--- src/rtl/mem_map_pkg.sv ---
// Memory map and FSM encodings shared by the bus decoder and its address decode.
// Region table is indexed so that bit 2 = flash, bit 1 = sram, bit 0 = periph.
package mem_map_pkg;

    typedef enum logic [1:0] {
        IDLE   = 2'd0,
        ACCESS = 2'd1,
        RESP   = 2'd2
    } state_t;

    localparam int NUM_SLAVES = 3;
    localparam int SEL_FLASH  = 2;
    localparam int SEL_SRAM   = 1;
    localparam int SEL_PERIPH = 0;

    localparam logic [31:0] FLASH_BASE  = 32'h0000_0000;
    localparam logic [31:0] FLASH_MASK  = 32'hFFFE_0000;
    localparam logic [31:0] SRAM_BASE   = 32'h2000_0000;
    localparam logic [31:0] SRAM_MASK   = 32'hFFFF_0000;
    localparam logic [31:0] PERIPH_BASE = 32'h4000_0000;
    localparam logic [31:0] PERIPH_MASK = 32'hFFFF_0000;

    localparam logic [NUM_SLAVES-1:0][31:0] REGION_BASE = {FLASH_BASE, SRAM_BASE, PERIPH_BASE};
    localparam logic [NUM_SLAVES-1:0][31:0] REGION_MASK = {FLASH_MASK, SRAM_MASK, PERIPH_MASK};

    localparam logic [31:0] ERR_WORD = 32'hDEAD_BEEF;

    function automatic logic addr_hit(input logic [31:0] addr,
                                      input logic [31:0] base,
                                      input logic [31:0] mask);
        return (addr & mask) == base;
    endfunction

endpackage

--- src/rtl/mem_bus_decoder_if.sv ---
// CPU-side, slave-side and error signals of the memory bus decoder.
// master = CPU plus slaves (the environment), slave = the decoder itself.
interface mem_bus_decoder_if;
    logic        mem_valid;
    logic [3:0]  mem_wstrb;
    logic [31:0] mem_addr;
    logic [31:0] mem_wdata;
    logic        mem_ready;
    logic [31:0] mem_rdata;

    logic [3:0]  s_wstrb;
    logic [31:0] s_wdata;
    logic [14:0] s_addr;

    logic        flash_select;
    logic        flash_ready;
    logic [31:0] flash_rdata;
    logic        sram_select;
    logic        sram_ready;
    logic [31:0] sram_rdata;
    logic        periph_select;
    logic        periph_ready;
    logic [31:0] periph_rdata;

    logic        bus_err;
    logic [31:0] err_addr;
    logic        err_clr;

    modport master (
        output mem_valid, mem_wstrb, mem_addr, mem_wdata, err_clr,
        output flash_ready, flash_rdata, sram_ready, sram_rdata, periph_ready, periph_rdata,
        input  mem_ready, mem_rdata, s_wstrb, s_wdata, s_addr,
        input  flash_select, sram_select, periph_select, bus_err, err_addr
    );

    modport slave (
        input  mem_valid, mem_wstrb, mem_addr, mem_wdata, err_clr,
        input  flash_ready, flash_rdata, sram_ready, sram_rdata, periph_ready, periph_rdata,
        output mem_ready, mem_rdata, s_wstrb, s_wdata, s_addr,
        output flash_select, sram_select, periph_select, bus_err, err_addr
    );
endinterface

--- src/rtl/mem_addr_decode.sv ---
// Combinational region decode: one-hot {flash, sram, periph} plus an unmapped flag.
module mem_addr_decode
    import mem_map_pkg::*;
(
    input  logic [31:0]           mem_addr,
    output logic [NUM_SLAVES-1:0] sel_onehot,
    output logic                  unmapped
);

    genvar gi;
    generate
        for (gi = 0; gi < NUM_SLAVES; gi++) begin : g_region
            assign sel_onehot[gi] = addr_hit(mem_addr, REGION_BASE[gi], REGION_MASK[gi]);
        end
    endgenerate

    assign unmapped = ~|sel_onehot;

endmodule

--- src/rtl/mem_bus_decoder.sv ---
// Memory bus decoder: routes CPU accesses to flash/sram/periph and flags bad accesses.
// Optional slave response timeout is built when MEM_BUS_TIMEOUT_EN is defined.
module mem_bus_decoder
    import mem_map_pkg::*;
#(
    parameter int CLK_FREQ       = 27_000_000,
    parameter int TIMEOUT_CYCLES = 1023
) (
    input  logic             clk,
    input  logic             reset_n,
    mem_bus_decoder_if.slave bus
);

    generate
        if (CLK_FREQ <= 0 || TIMEOUT_CYCLES < 16 || TIMEOUT_CYCLES > 65535) begin : g_bad_param
            $error("mem_bus_decoder: illegal CLK_FREQ or TIMEOUT_CYCLES");
        end
    endgenerate

    state_t                  state_reg, state_next;
    logic [NUM_SLAVES-1:0]   sel_reg, sel_next;
    logic [14:0]             waddr_reg, waddr_next;
    logic [3:0]              wstrb_reg, wstrb_next;
    logic [31:0]             wdata_reg, wdata_next;
    logic [31:0]             rdata_reg, rdata_next;
    logic                    bus_err_reg, bus_err_next;
    logic [31:0]             err_addr_reg, err_addr_next;
    logic                    err_set;
    logic [31:0]             err_addr_src;

    logic [NUM_SLAVES-1:0]   dec_sel;
    logic                    dec_unmapped;
    logic [NUM_SLAVES-1:0]   ready_vec;
    logic [NUM_SLAVES-1:0][31:0] rdata_vec;
    logic                    slave_ready;
    logic [31:0]             slave_rdata;
    logic                    in_access;

    mem_addr_decode u_decode (
        .mem_addr   (bus.mem_addr),
        .sel_onehot (dec_sel),
        .unmapped   (dec_unmapped)
    );

    assign ready_vec = {bus.flash_ready, bus.sram_ready, bus.periph_ready};
    assign rdata_vec = {bus.flash_rdata, bus.sram_rdata, bus.periph_rdata};

    // Only the registered selection qualifies ready, so stray readies from other slaves are ignored.
    assign slave_ready = |(ready_vec & sel_reg);

    always_comb begin
        slave_rdata = '0;
        for (int i = 0; i < NUM_SLAVES; i++) begin
            if (sel_reg[i]) slave_rdata = slave_rdata | rdata_vec[i];
        end
    end

    assign in_access         = (state_reg == ACCESS);
    assign bus.flash_select  = in_access & sel_reg[SEL_FLASH];
    assign bus.sram_select   = in_access & sel_reg[SEL_SRAM];
    assign bus.periph_select = in_access & sel_reg[SEL_PERIPH];
    assign bus.mem_ready     = (state_reg == RESP);
    assign bus.mem_rdata     = rdata_reg;
    assign bus.s_addr        = waddr_reg;
    assign bus.s_wstrb       = wstrb_reg;
    assign bus.s_wdata       = wdata_reg;
    assign bus.bus_err       = bus_err_reg;
    assign bus.err_addr      = err_addr_reg;

`ifdef MEM_BUS_TIMEOUT_EN
    localparam int TMO_W = $clog2(TIMEOUT_CYCLES);

    logic [31:0]      addr_reg, addr_next;
    logic [TMO_W-1:0] tmo_cnt_reg, tmo_cnt_next;

    always_ff @(posedge clk or negedge reset_n) begin
        if (!reset_n) begin
            addr_reg    <= '0;
            tmo_cnt_reg <= '0;
        end else begin
            addr_reg    <= addr_next;
            tmo_cnt_reg <= tmo_cnt_next;
        end
    end
`endif

    always_comb begin
        state_next    = state_reg;
        sel_next      = sel_reg;
        waddr_next    = waddr_reg;
        wstrb_next    = wstrb_reg;
        wdata_next    = wdata_reg;
        rdata_next    = rdata_reg;
        err_set       = 1'b0;
        err_addr_src  = bus.mem_addr;
`ifdef MEM_BUS_TIMEOUT_EN
        addr_next     = addr_reg;
        tmo_cnt_next  = tmo_cnt_reg;
`endif

        case (state_reg)
            IDLE: begin
                if (bus.mem_valid) begin
                    sel_next   = dec_sel;
                    waddr_next = bus.mem_addr[16:2];
                    wstrb_next = bus.mem_wstrb;
                    wdata_next = bus.mem_wdata;
`ifdef MEM_BUS_TIMEOUT_EN
                    addr_next    = bus.mem_addr;
                    tmo_cnt_next = '0;
`endif
                    if (dec_unmapped) begin
                        rdata_next = ERR_WORD;
                        err_set    = 1'b1;
                        state_next = RESP;
                    end else begin
                        state_next = ACCESS;
                    end
                end
            end
            ACCESS: begin
                // A ready on the final timeout cycle still counts as a normal completion.
                if (slave_ready) begin
                    rdata_next = (wstrb_reg == 4'b0000) ? slave_rdata : 32'h0;
                    state_next = RESP;
`ifdef MEM_BUS_TIMEOUT_EN
                end else if (tmo_cnt_reg == TMO_W'(TIMEOUT_CYCLES - 1)) begin
                    rdata_next   = ERR_WORD;
                    err_set      = 1'b1;
                    err_addr_src = addr_reg;
                    state_next   = RESP;
                end else begin
                    tmo_cnt_next = tmo_cnt_reg + 1'b1;
`endif
                end
            end
            RESP: begin
                state_next = IDLE;
            end
            default: begin
                state_next = IDLE;
            end
        endcase

        // A new error beats a simultaneous clear; the first error address is held while flagged.
        bus_err_next  = bus_err_reg;
        err_addr_next = err_addr_reg;
        if (err_set) begin
            bus_err_next = 1'b1;
            if (!bus_err_reg || bus.err_clr) err_addr_next = err_addr_src;
        end else if (bus.err_clr) begin
            bus_err_next = 1'b0;
        end
    end

    always_ff @(posedge clk or negedge reset_n) begin
        if (!reset_n) begin
            state_reg    <= IDLE;
            sel_reg      <= '0;
            waddr_reg    <= '0;
            wstrb_reg    <= '0;
            wdata_reg    <= '0;
            rdata_reg    <= '0;
            bus_err_reg  <= 1'b0;
            err_addr_reg <= '0;
        end else begin
            state_reg    <= state_next;
            sel_reg      <= sel_next;
            waddr_reg    <= waddr_next;
            wstrb_reg    <= wstrb_next;
            wdata_reg    <= wdata_next;
            rdata_reg    <= rdata_next;
            bus_err_reg  <= bus_err_next;
            err_addr_reg <= err_addr_next;
        end
    end

endmodule

--- src/flat_wrapper.sv ---
// flat-port wrapper written by rule: the top's interface ports become plain ports
module mem_bus_decoder_flat import mem_map_pkg::*;
#(
    parameter int CLK_FREQ       = 27_000_000,
    parameter int TIMEOUT_CYCLES = 1023
)
  (clk, reset_n, bus_mem_valid, bus_mem_wstrb, bus_mem_addr, bus_mem_wdata, bus_err_clr, bus_flash_ready, bus_flash_rdata, bus_sram_ready, bus_sram_rdata, bus_periph_ready, bus_periph_rdata, bus_mem_ready, bus_mem_rdata, bus_s_wstrb, bus_s_wdata, bus_s_addr, bus_flash_select, bus_sram_select, bus_periph_select, bus_bus_err, bus_err_addr);
  mem_bus_decoder_if bus_i ();
  input  logic clk;
  input  logic reset_n;
  input wire logic [$bits(bus_i.mem_valid)-1:0] bus_mem_valid;
  input wire logic [$bits(bus_i.mem_wstrb)-1:0] bus_mem_wstrb;
  input wire logic [$bits(bus_i.mem_addr)-1:0] bus_mem_addr;
  input wire logic [$bits(bus_i.mem_wdata)-1:0] bus_mem_wdata;
  input wire logic [$bits(bus_i.err_clr)-1:0] bus_err_clr;
  input wire logic [$bits(bus_i.flash_ready)-1:0] bus_flash_ready;
  input wire logic [$bits(bus_i.flash_rdata)-1:0] bus_flash_rdata;
  input wire logic [$bits(bus_i.sram_ready)-1:0] bus_sram_ready;
  input wire logic [$bits(bus_i.sram_rdata)-1:0] bus_sram_rdata;
  input wire logic [$bits(bus_i.periph_ready)-1:0] bus_periph_ready;
  input wire logic [$bits(bus_i.periph_rdata)-1:0] bus_periph_rdata;
  output wire logic [$bits(bus_i.mem_ready)-1:0] bus_mem_ready;
  output wire logic [$bits(bus_i.mem_rdata)-1:0] bus_mem_rdata;
  output wire logic [$bits(bus_i.s_wstrb)-1:0] bus_s_wstrb;
  output wire logic [$bits(bus_i.s_wdata)-1:0] bus_s_wdata;
  output wire logic [$bits(bus_i.s_addr)-1:0] bus_s_addr;
  output wire logic [$bits(bus_i.flash_select)-1:0] bus_flash_select;
  output wire logic [$bits(bus_i.sram_select)-1:0] bus_sram_select;
  output wire logic [$bits(bus_i.periph_select)-1:0] bus_periph_select;
  output wire logic [$bits(bus_i.bus_err)-1:0] bus_bus_err;
  output wire logic [$bits(bus_i.err_addr)-1:0] bus_err_addr;
  assign bus_i.mem_valid = bus_mem_valid;
  assign bus_i.mem_wstrb = bus_mem_wstrb;
  assign bus_i.mem_addr = bus_mem_addr;
  assign bus_i.mem_wdata = bus_mem_wdata;
  assign bus_i.err_clr = bus_err_clr;
  assign bus_i.flash_ready = bus_flash_ready;
  assign bus_i.flash_rdata = bus_flash_rdata;
  assign bus_i.sram_ready = bus_sram_ready;
  assign bus_i.sram_rdata = bus_sram_rdata;
  assign bus_i.periph_ready = bus_periph_ready;
  assign bus_i.periph_rdata = bus_periph_rdata;
  assign bus_mem_ready = bus_i.mem_ready;
  assign bus_mem_rdata = bus_i.mem_rdata;
  assign bus_s_wstrb = bus_i.s_wstrb;
  assign bus_s_wdata = bus_i.s_wdata;
  assign bus_s_addr = bus_i.s_addr;
  assign bus_flash_select = bus_i.flash_select;
  assign bus_sram_select = bus_i.sram_select;
  assign bus_periph_select = bus_i.periph_select;
  assign bus_bus_err = bus_i.bus_err;
  assign bus_err_addr = bus_i.err_addr;
  mem_bus_decoder #(.CLK_FREQ(CLK_FREQ), .TIMEOUT_CYCLES(TIMEOUT_CYCLES)) u_core (.clk(clk), .reset_n(reset_n), .bus(bus_i));
endmodule
--- config.mk ---
export PLATFORM = sky130hd
export DESIGN_NAME = mem_bus_decoder_flat
export DESIGN_NICKNAME = d
export VERILOG_FILES = /design/src/rtl/mem_map_pkg.sv /design/src/rtl/mem_bus_decoder_if.sv /design/src/rtl/mem_addr_decode.sv /design/src/rtl/mem_bus_decoder.sv /design/src/flat_wrapper.sv
export SDC_FILE = /design/constraint.sdc
export NUM_CORES = 1
export LEC_CHECK = 0
export BUFFER_PORTS_ARGS = -buffer_cell sky130_fd_sc_hd__clkbuf_2
export CAP_MARGIN = 20
export CORE_AREA = 2 2 113 115
export CTS_BUF_LIST = sky130_fd_sc_hd__clkbuf_4 sky130_fd_sc_hd__clkbuf_8
export CTS_CLUSTER_SIZE = 10
export DETAILED_ROUTE_END_ITERATION = 7
export DIE_AREA = 0 0 115 117
export PLACE_DENSITY = 0.89
export REMOVE_ABC_BUFFERS = 1
export SLEW_MARGIN = 20
export SYNTH_ARGS = -nofsm -noshare
export SYNTH_HDL_FRONTEND = slang
export SYNTH_SLANG_ARGS = --single-unit
export TNS_END_PERCENT = 30
--- constraint.sdc ---
create_clock -name clk -period 4.1 [get_ports clk]
set_clock_uncertainty 0.1 [all_clocks]
set_input_delay 0.205 -clock clk [delete_from_list [all_inputs] [get_ports clk]]
set_output_delay 0.205 -clock clk [all_outputs]
set_load 0.005 [all_outputs]
==> run metrics <==
dominant cell type by area after synthesis=dfrtp_1; most frequent cells in the layout=clkbuf_2, nand2_1, dfrtp_1; Yosys reg bits=approximately 120; global route total overflow=0; Routed Antenna Nets=0; EDFF count, synth=0; CTS tree=yes; CP required=between 4000 and 5000 ps; fmax=0.359 GHz; power per cell area=about 390 nW/um2; # rows=41; core footprint=about 12,000 um2; total CTS buffers=17; pre-CTS WS=around 1500 ps; unrepaired setup endpoints after global routing=no; non-filler cells, final=approximately 1,000; Async SR Flop Fraction=100%; CP Data Arrival Time=~3000 ps; Yosys top cell area share=just under 60%; most common cell after layout, fill and taps aside=clkbuf_2; Die Y-Extent=117 um; cell area after layout=roughly 8000 um2; clock-pin slew on the worst setup and hold paths=70 ps; detailed-route wire length per cell=18.0 um; Resize count post-CTS=0; Slew Limit Fails=0; kind of critical path=in -> reg; Synth area leaders=dfrtp_1, nand2_1, mux2_4; mapped cell area=between 5000 and 6000 um2; final period utilization=between 60% and 70%; Fin Hold WS=between 40 and 50 ps; cell total after placement=a little under 900; GRT Resource Usage Total=between 20% and 30%; Post-DP Area=6720 um2; initial antenna violation count=2; pin count of the biggest net entering global routing=90; nets=1,014; worst-path fanout max=23; vias post-DR=between 5,000 and 6,000; H-tree levels=4; post-CTS setup buffer count=0; Tot Pwr=roughly 3.2 mW; drt first pass iters=7; status=completed; die width=between 100 and 150 um; post-route setup slack=around 1300 ps; Layout Utilization=65.2%; Syn Area/Cell=roughly 11 um2; drt via density=roughly 5.3; Starting Density=between 40% and 50%; post-layout min period=~2800 ps; Final Wtd Congestion=around 0.81; Syn Inst Count=474; IO Port Bufs=290; total number of yosys warnings=0; DP HPWL=between 10 and 15 mm; Setup TNS Final=0 ps; Cell variety after synth=32; sequential area share after synthesis=between 50% and 60%; count of final setup violators=0; CTS Buffer Depth=2; Max VDD drop=0.000220 V; clock sinks=121; min-delay worst type=in -> reg; CTS Hold Buffers Added=86; Total Routed Length=18.1 mm; I/O pins=291; Clk Latency, worst-skew pair=~420 ps; Worst slew margin=a little under half; Die Area=about 13,000 um2; area grow syn2layout=55.0%; Post-route DRC=0; Top FF cell, synth=dfrtp_1; vias in the first global route=~5,300; DRT iter0 DRCs=a little over 600; Worst Setup Start Kind=input port; worst-margin pin slew=around 800 ps; fraction of layout cells with a size suffix above 1=~43%; number of max-cap violations=0; leakage power=4.11 nW; Worst Setup End Kind=register; clock root buffer=clkbuf_8; first-pass GRT wire length=~27 mm; Hold Fails Final Rpt=0
==> power by group <==
group          switching [mW]  internal [mW]
Sequential             0.0873           1.32
Combinational           0.258          0.311
Clock                   0.511          0.683
==> cells by family after synthesis <==
kind of cell	share of synthesized area, %
buffers and inverters	4.20
flip-flops	58.4
AO/OA/AOI/OAI	14.6
multiplexers	9.13
AND/OR/NAND/NOR	13.7
==> cell usage after synthesis (all sizes together) (2+ instances only) <==
cell type / instances
nor2: 5
and2: 3
buf: 9
nor4: 2
o22ai: 8
clkbuf: 26
mux2: 32
nand2: 157
o21ai: 27
a222oi: 33
a21oi: 2
dfrtp: 121
o21a: 24
nor2b: 3
inv: 10
==> final cells by class <==
type	count	area [um2]
repair buffers	385	2390
fillers	898	4280
clock inverters	13	191
flip-flops and latches	121	3030
inverters	10	37.5
clock buffers	18	248
diodes	2	5.00
well taps	150	188
multi-input cells	308	1950
==> critical path: stages <==
cell,delay [ps]
dlygate4sd3_1,540
clkbuf_2,120
nor4_1,370
nand4_1,370
o21ai_4,520
buf_4,480
mux2_2,380
==> per-layer routing <==
layer / routed length (um) / global-route usage, % / vias up
met5: 0 / 0 / -
met4: 416 / 9.96 / 0
met3: 1760 / 8.91 / 38
met2: 9090 / 45.3 / 319
met1: 6820 / 30.4 / 2567
li1: - / - / 2405
==> worst paths after layout <==
kind | startpoint | to | slack, ps | cells past startpoint
min reg2reg | u_core.bus.s_addr[1] | u_core.bus.s_addr[1] | 380 | 2
max | bus_mem_addr[18] | u_core.bus.err_addr[12] | 1310 | 7
min | bus_periph_rdata[29] | u_core.bus.mem_rdata[29] | 40 | 3
max in group asynchronous | reset_n | u_core.bus.mem_rdata[23] | 2630 | 3
max reg2reg | u_core.state_reg[0] | u_core.bus.err_addr[5] | 1530 | 6
min in group asynchronous | reset_n | u_core.bus.err_addr[15] | 320 | 2
Note: power is estimated with default switching activity, not from simulation.
